### src/rtl/bus_arbiter.sv
// Round-robin arbiter for a shared data bus. The winner drives data/DE/DRW for
// HOLD_CYCLES cycles, gets a one-cycle ack with the final bus cycle, then the bus idles for one cycle.
module bus_arbiter #(
  parameter int N_REQ       = 4,
  parameter int DATA_W      = 16,
  parameter int HOLD_CYCLES = 2
) (
  input  logic                      CLOCK_50,
  input  logic                      resetn,
  input  logic [N_REQ-1:0]          req,
  input  logic [N_REQ*DATA_W-1:0]   req_data,
  input  logic [N_REQ-1:0]          req_rw,
  input  logic [DATA_W-1:0]         bus_rdata,
  output logic [DATA_W-1:0]         data,
  output logic                      DE,
  output logic                      DRW,
  output logic [N_REQ-1:0]          grant,
  output logic [N_REQ-1:0]          ack,
  output logic [DATA_W-1:0]         rdata
);

  localparam int         IDX_W     = $clog2(N_REQ);
  localparam logic [3:0] HOLD_LAST = 4'(HOLD_CYCLES);

  typedef enum logic [1:0] {
    IDLE    = 2'd0,
    GRANT   = 2'd1,
    RELEASE = 2'd2
  } state_t;

  state_t              state_q, state_d;
  logic [IDX_W-1:0]    ptr_q, ptr_d;
  logic [IDX_W-1:0]    owner_q, owner_d;
  logic [3:0]          cnt_q, cnt_d;
  logic [DATA_W-1:0]   data_q, data_d;
  logic                de_q, de_d;
  logic                drw_q, drw_d;
  logic [N_REQ-1:0]    grant_q, grant_d;
  logic [N_REQ-1:0]    ack_q, ack_d;
  logic [DATA_W-1:0]   rdata_q, rdata_d;

  logic                found_s;
  logic [2*N_REQ-1:0]  dbl_s;
  logic [N_REQ-1:0]    rot_s;
  logic [IDX_W-1:0]    off_s;
  logic [IDX_W:0]      sum_s;
  logic [IDX_W-1:0]    win_s;

  function automatic logic [N_REQ-1:0] to_onehot(input logic [IDX_W-1:0] idx);
    return {{(N_REQ-1){1'b0}}, 1'b1} << idx;
  endfunction

  function automatic logic [IDX_W-1:0] next_ptr(input logic [IDX_W-1:0] idx);
    return (idx == IDX_W'(N_REQ-1)) ? {IDX_W{1'b0}} : idx + {{(IDX_W-1){1'b0}}, 1'b1};
  endfunction

  // Rotate req so bit 0 is the requester at ptr; the lowest set bit is the winner.
  always_comb begin
    found_s = |req;
    dbl_s   = {req, req} >> ptr_q;
    rot_s   = dbl_s[N_REQ-1:0];
    off_s   = {IDX_W{1'b0}};
    for (int i = N_REQ-1; i >= 0; i--) begin
      off_s = rot_s[i] ? IDX_W'(i) : off_s;
    end
    sum_s = {1'b0, ptr_q} + {1'b0, off_s};
    win_s = (sum_s >= (IDX_W+1)'(N_REQ)) ? IDX_W'(sum_s - (IDX_W+1)'(N_REQ)) : sum_s[IDX_W-1:0];
  end

  // Next-state and registered-output logic for the IDLE/GRANT/RELEASE controller.
  always_comb begin
    state_d = state_q;
    ptr_d   = ptr_q;
    owner_d = owner_q;
    cnt_d   = cnt_q;
    data_d  = data_q;
    de_d    = de_q;
    drw_d   = drw_q;
    grant_d = grant_q;
    ack_d   = {N_REQ{1'b0}};
    rdata_d = rdata_q;
    case (state_q)
      IDLE: begin
        if (found_s) begin
          owner_d = win_s;
          cnt_d   = 4'd1;
          data_d  = req_data[win_s*DATA_W +: DATA_W];
          de_d    = 1'b1;
          drw_d   = req_rw[win_s];
          grant_d = to_onehot(win_s);
          // With a single hold cycle the selecting edge is also the final bus edge.
          if (HOLD_LAST == 4'd1) begin
            ack_d   = to_onehot(win_s);
            ptr_d   = next_ptr(win_s);
            rdata_d = req_rw[win_s] ? rdata_q : bus_rdata;
            state_d = RELEASE;
          end else begin
            state_d = GRANT;
          end
        end else begin
          data_d  = {DATA_W{1'b0}};
          de_d    = 1'b0;
          drw_d   = 1'b0;
          grant_d = {N_REQ{1'b0}};
          rdata_d = {DATA_W{1'b0}};
          state_d = IDLE;
        end
      end
      GRANT: begin
        cnt_d = cnt_q + 4'd1;
        if (cnt_d == HOLD_LAST) begin
          ack_d   = to_onehot(owner_q);
          ptr_d   = next_ptr(owner_q);
          rdata_d = drw_q ? rdata_q : bus_rdata;
          state_d = RELEASE;
        end else begin
          state_d = GRANT;
        end
      end
      RELEASE: begin
        cnt_d   = 4'd0;
        data_d  = {DATA_W{1'b0}};
        de_d    = 1'b0;
        grant_d = {N_REQ{1'b0}};
        state_d = IDLE;
      end
      default: begin
        state_d = IDLE;
      end
    endcase
  end

  // State and output registers, cleared asynchronously by resetn.
  always_ff @(posedge CLOCK_50 or negedge resetn) begin
    if (!resetn) begin
      state_q <= IDLE;
      ptr_q   <= {IDX_W{1'b0}};
      owner_q <= {IDX_W{1'b0}};
      cnt_q   <= 4'd0;
      data_q  <= {DATA_W{1'b0}};
      de_q    <= 1'b0;
      drw_q   <= 1'b0;
      grant_q <= {N_REQ{1'b0}};
      ack_q   <= {N_REQ{1'b0}};
      rdata_q <= {DATA_W{1'b0}};
    end else begin
      state_q <= state_d;
      ptr_q   <= ptr_d;
      owner_q <= owner_d;
      cnt_q   <= cnt_d;
      data_q  <= data_d;
      de_q    <= de_d;
      drw_q   <= drw_d;
      grant_q <= grant_d;
      ack_q   <= ack_d;
      rdata_q <= rdata_d;
    end
  end

  assign data  = data_q;
  assign DE    = de_q;
  assign DRW   = drw_q;
  assign grant = grant_q;
  assign ack   = ack_q;
  assign rdata = rdata_q;

endmodule

### config.mk
export PLATFORM = sky130hd
export DESIGN_NAME = bus_arbiter
export DESIGN_NICKNAME = d
export VERILOG_FILES = /design/src/rtl/bus_arbiter.sv
export SDC_FILE = /design/constraint.sdc
export NUM_CORES = 1
export LEC_CHECK = 0
export BUFFER_PORTS_ARGS = -buffer_cell sky130_fd_sc_hd__buf_2
export CAP_MARGIN = 10
export CORE_MARGIN = 5
export CORE_UTILIZATION = 44
export DETAILED_ROUTE_END_ITERATION = 7
export MAX_ROUTING_LAYER = met4
export PLACE_DENSITY = 0.8
export RECOVER_POWER = 100
export SLEW_MARGIN = 40
export SYNTH_ARGS = -nofsm -noshare
export SYNTH_HDL_FRONTEND = slang
export SYNTH_SLANG_ARGS = --single-unit
### constraint.sdc
create_clock -name CLOCK_50 -period 2.5 [get_ports CLOCK_50]
set_input_delay 0.625 -clock CLOCK_50 [delete_from_list [all_inputs] [get_ports CLOCK_50]]
set_output_delay 0.625 -clock CLOCK_50 [all_outputs]
set_load 0.05 [all_outputs]
Word-level counts from Yosys, hierarchy flattened
Cells that the tools add are included.

cells by class
  $add $sub $neg = 4
  $lt $le $gt $ge = 2
  equality and inequality tests = 8
  shift-type cells = 4
  muxes and demuxes = 26
  reductions and logical operators = 9

operators by type and width
  kind                                                                   count
  16-bit 2-to-1 mux                                                      4
  16-bit one-hot mux with 2 select lines                                 2
  64-bit by 7-bit indexed part select with 16-bit output                 1
  4-bit 2-to-1 mux                                                       4
  2-bit 2-to-1 mux                                                       7
  4-bit one-hot mux with 3 select lines                                  1
  2-bit inequality test, second input constant                           4
  4-bit one-hot mux with 2 select lines                                  1
  1-bit by 2-bit << shifter with 4-bit output, first input constant      2
  8-bit by 2-bit >> shifter with 4-bit output                            1
  2-bit AND reduction                                                    3
  4-bit by 1-bit adder with 4-bit output, second input constant          1
  2-bit equality test, second input constant                             2
  4-bit by 2-bit equality test with 1-bit output, second input constant  1
  1-bit 2-to-1 mux                                                       4
  2-bit one-hot mux with 2 select lines                                  1
  4-bit AND reduction                                                    1
  2-bit nonzero test                                                     2
  4-bit OR reduction                                                     1
  2-bit by 2-bit adder with 3-bit output                                 1
  3-bit greater-or-equal comparator, second input constant               1
  2-bit by 3-bit < comparator with 1-bit output, second input constant   1
  3-bit nonzero test                                                     1
  2-bit by 1-bit adder with 2-bit output, second input constant          1
  other kinds (5)                                                        5

word-level totals
  bits in registers = 52
  bits of input ports = 90
  output and inout bits = 42

Longest topological paths before layout
  word-level depth = 11
  gate-level depth with buffers = 12
  gate-level depth less buffers = 9

Worst setup path after synthesis
No wires, ideal clock.

  path type = input port to flip-flop
  start point = in req[0]
  end point = reg data_q[13], in the netlist data[13]
  setup time = 122 ps
  arrival = 2665 ps
  path slack = -286 ps
  stages on the path = 11
  path through = inv_1 > o21ai_0 > a21oi_1 > o31a_1 > ha_1 > clkbuf_1 > buf_2 > buf_1 > mux2i_1 > o21ai_1 > a32o_1

on the way
  word-level cells in the longest chain between the ends = 11
  elaborated cells between the ends (all ways) = 13

ends and longest elaborated chain
  element                                                                                           RTL line  source
  from (decl)                                                                                       10        input logic [N_REQ-1:0] req,
  8-bit by 2-bit >> shifter with 4-bit output *                                                     60        dbl_s = {req, req} >> ptr_q;
  2-bit 2-to-1 mux (3 in series)                                                                    64        off_s = rot_s[i] ? IDX_W'(i) : off_s;
  2-bit 2-to-1 mux *                                                                                64
  2-bit by 2-bit adder with 3-bit output *                                                          66        sum_s = {1'b0, ptr_q} + {1'b0, off_s};
  net sum_s[0]                                                                                      46        logic [IDX_W:0] sum_s;
  3-bit greater-or-equal comparator or 2-bit by 1-bit subtractor with 2-bit output (tied branches)  67        win_s = (sum_s >= (IDX_W+1)'(N_REQ)) ? IDX_W'(sum_s - (IDX_W+1)'(N_REQ)) : sum_s[IDX_W-1:0];
  2-bit 2-to-1 mux *                                                                                67
  64-bit by 7-bit indexed part select with 16-bit output *                                          87        data_d = req_data[win_s*DATA_W +: DATA_W];
  16-bit 2-to-1 mux *                                                                               84        if (found_s) begin
  16-bit one-hot mux with 2 select lines *                                                          82        case (state_q)
  to (signal assigned)                                                                              140       data_q <= {DATA_W{1'b0}};
  to (signal assigned)                                                                              151       data_q <= data_d;
  to (decl)                                                                                         35        logic [DATA_W-1:0] data_q, data_d;

The timed path passes the listed nets; every way through them passes the cells marked *.
A chain may end at the register's enable or synchronous reset.

Final worst setup path
  start point = in req[0]
  end point = reg data_q[9], in the netlist data[9]

on the way
  word-level cells in the longest chain between the ends = 11
  elaborated cells between the ends (all ways) = 13

ends and longest elaborated chain
  element                                                                                           RTL line
  8-bit by 2-bit >> shifter with 4-bit output                                                       60
  2-bit 2-to-1 mux (4 in series)                                                                    64
  2-bit by 2-bit adder with 3-bit output                                                            66
  3-bit greater-or-equal comparator or 2-bit by 1-bit subtractor with 2-bit output (tied branches)  67
  2-bit 2-to-1 mux                                                                                  67
  64-bit by 7-bit indexed part select with 16-bit output                                            87
  16-bit 2-to-1 mux *                                                                               84
  16-bit one-hot mux with 2 select lines *                                                          82

Mark *: on every way between the ends. The rest lies on a longest branch, timed or not.

==> results.sh <==
export IMPL_drt_total_wl_microns=8820
export IMPL_routed_via_density=5.509
export IMPL_syn_avg_cell_area_sq_um=10.62
export IMPL_tightest_slew_ns=1.203
export IMPL_grt_pass1_wl_microns=13860
export IMPL_route_met3_wl_microns=680
export IMPL_drive_gt1_share_pct=30.05
export IMPL_grt_setup_unrepaired="no"
export IMPL_synth_cell_types=48
export IMPL_drcViolationCount=0
export IMPL_die_width_microns=94.11
export IMPL_critPathMaxStageDelay_ns=0.32
export IMPL_floorplan_initialDensity_pct=45.57
export IMPL_clockPowerShare_pct=7.9
export IMPL_pwr_density_cell_nw_per_um2=1555
export IMPL_layout_common_cells="buf_2, dfrtp_1, clkbuf_1"
export IMPL_dp_hpwl_microns=6736
export IMPL_worstSkewPairLatency_ns=0.31
export IMPL_mostFrequentLayoutCell="buf_2"
export IMPL_syn2layout_area_growth_pct=29.86
export IMPL_synth_largest_area_cell="dfrtp_1"
export IMPL_rows=30
export IMPL_drtPass1Iterations=4
export IMPL_cts_hold_buffers=0
export IMPL_drtAntennaViolNets=0
export IMPL_mappedNetlistArea_sq_um=3113
export IMPL_cts_inserted_buffers=5
export IMPL_grt_pass1_vias=2965
export IMPL_die_h_microns=94.11
export IMPL_crit_required_ns=2.70
export IMPL_fin_crit_sh_pct=93.68
export IMPL_holdWs_ns=0.4868
export IMPL_gr_total_overflow=0
export IMPL_die_area_sq_um=8857
export IMPL_end_kind="flip-flop"
export IMPL_p_switching_uw=3257
export IMPL_antenna_cells=0
export IMPL_arrival_ns=2.54
export IMPL_clock_path_buffers=2
export IMPL_pwr_share_seq_pct=22.7
export IMPL_ys_top_cells_by_area="dfrtp_1, mux2i_1, a22o_1"
export IMPL_fmax_mhz=427.0
export IMPL_yosys_warnings=0
export IMPL_critPathKind="in2reg"
export IMPL_critPathMostFrequentCell="o21ai_0"
export IMPL_yosysSeqAreaShare_pct=41.80
export IMPL_synth_edf_count=0
export IMPL_cts_tree="yes"
export IMPL_drv_slew=0
export IMPL_min_from="grant[1]"
export IMPL_setup_tns_ns=0
export IMPL_critPathTopFamily="compound AO/OA/AOI/OAI gates"
export IMPL_finalHoldViolCount=0
export IMPL_wl_met1_microns=3710
export IMPL_cts_sinks=52
export IMPL_ys_seq_elements=52
export IMPL_ir_drop_uv=691.7
export IMPL_coreArea_sq_um=6832
export IMPL_cp_cell_sequence="buf_2 -> inv_1 -> o21ai_0 -> a21oi_1 -> o31a_1 -> ha_4 -> xor2_2 -> nor4_4 -> buf_4 -> o21ai_0 -> a32o_1"
export IMPL_clk_pin_slew_ns=0.09
export IMPL_fin_crit_ns=2.342
export IMPL_start_kind="input pin"
export IMPL_track_usage_pct=19.82
export IMPL_cp_slowest_cell="o31a_1"
export IMPL_combPwrFrac_pct=69.5
export IMPL_cts_htree_levels=2
export IMPL_hold_class="reg2reg"
export IMPL_cp_max_fo=14
export IMPL_status="completed"
export IMPL_drv_cap=0
export IMPL_portBuffers=131
export IMPL_setup_viol=0
export IMPL_synthCells=293
export IMPL_synth_top_flop_cell="dfrtp_1"
export IMPL_place_gp_congestion=0.8376
export IMPL_reg2reg_from="ptr_q[1]"
export IMPL_synth_nets=394
export IMPL_intPower_uw=3031
export IMPL_synth_top_cell_area_share_pct=41.80
export IMPL_highest_layer="met4"
export IMPL_wl_met2_microns=4391
export IMPL_grt_max_degree=24
export IMPL_critPathLaunch="req[0]"
export IMPL_p_leak_uw=0.001959
export IMPL_antenna_found_initial=0
export IMPL_async_reset_ff_share_pct=100.0
export IMPL_switching_share_pct=51.80
export IMPL_ctsRootBufferMaster="clkbuf_8"
export IMPL_max_slew_margin_pct=19.26
export IMPL_vias=2931
export IMPL_wire_per_inst_microns=16.58
export IMPL_critPathBufInv=3
export IMPL_drt_iter0_markers=100
export IMPL_finalNetCount=536
export IMPL_clock_skew_ns=0.006225
export IMPL_io_pins=132
## power groups by stage
stage | logic [uW] | clock network [uW] | registers [uW]
after floorplan | 2500 | 0 | 2260
after global placement | 4400 | 0 | 1410
after detailed placement | 4520 | 0 | 1420
after CTS | 4520 | 512 | 1410
after global routing | 4710 | 543 | 1460
final | 4370 | 494 | 1420
## final cells by class
class	instances	area, sq um
Clock buffer	5	68.82
Clock inverter	3	21.27
Fill cell	622	2789
Inverter	7	26.28
Multi-Input combinational cell	214	1704
Sequential cell	52	1301
Tap cell	96	120.1
Timing Repair Buffer	155	800.8
## cells in the mapped netlist, drive strengths merged, types with 5 or more instances
cell type,instances
nor2,7
o21ai,25
dfrtp,52
mux2i,34
clkbuf,10
a22o,32
nand3,17
a32o,17
buf,10
a21oi,5
nand2,18
inv,7
ha,11
## stage by stage
step	instance area (sq um)	setup slack [ns]	power (uW)	util (%)	instances
floorplan	3142	-0.007334	4763	-	293
CTS	4113	0.1336	6444	60.20	532
detailed placement	4023	-0.2016	5937	58.88	524
global placement	4019	-0.1639	5811	58.83	524
global route	4043	0.01336	6710	59.18	532
finish	4043	0.1579	6288	59.18	532
## timing repair
action                                  4_1_cts  5_1_grt
buffers inserted                              0        0
endpoints found under the setup margin        0       13
resized for setup                             0        2
## registers in the layout (all words and copies together), names as in the netlist
| signal | flops |
|---|---|
| rdata | 16 |
| state_q | 2 |
| ptr_q | 2 |
| cnt_q | 4 |
| ack | 4 |
| DE | 1 |
| owner_q | 2 |
| grant | 4 |
| data | 16 |
| DRW | 1 |
## cell families after synthesis
kind of cell | after synthesis | synth area share [%]
simple gates | 67 | 11.94
buf+inv | 27 | 4.381
compound gates | 96 | 24.52
flops | 52 | 41.80
xor+xnor | 2 | 0.5628
fa+ha+maj | 11 | 4.421
mux | 38 | 12.38
## worst min-delay path: cells and delay by family, from the launching register on
family / cells / cell delay [ns]
compound gates: 1 / 0.06
simple gates: 1 / 0.05
flops: 1 / 0.35
## path summary, 6_finish.rpt
| path | to | slack [ns] | cells after the start |
|---|---|---|---|
| max | data[9] | 0.16 | 11 |
| min | grant[1] | 0.49 | 2 |
| max reg2reg | data[9] | 0.18 | 9 |
| min reg2reg | grant[1] | 0.49 | 2 |
| max in group asynchronous | grant[1] | 0.66 | 2 |
| min in group asynchronous | rdata[3] | 0.54 | 1 |
## routing by layer
metal / GRT usage [%] / up-vias
li1: - / 1400
met1: 23.89 / 1411
met2: 35.07 / 116
met3: 4.167 / 4
met4: 2.527 / 0
met5: - / -
Note: power is estimated with default switching activity, not from simulation.
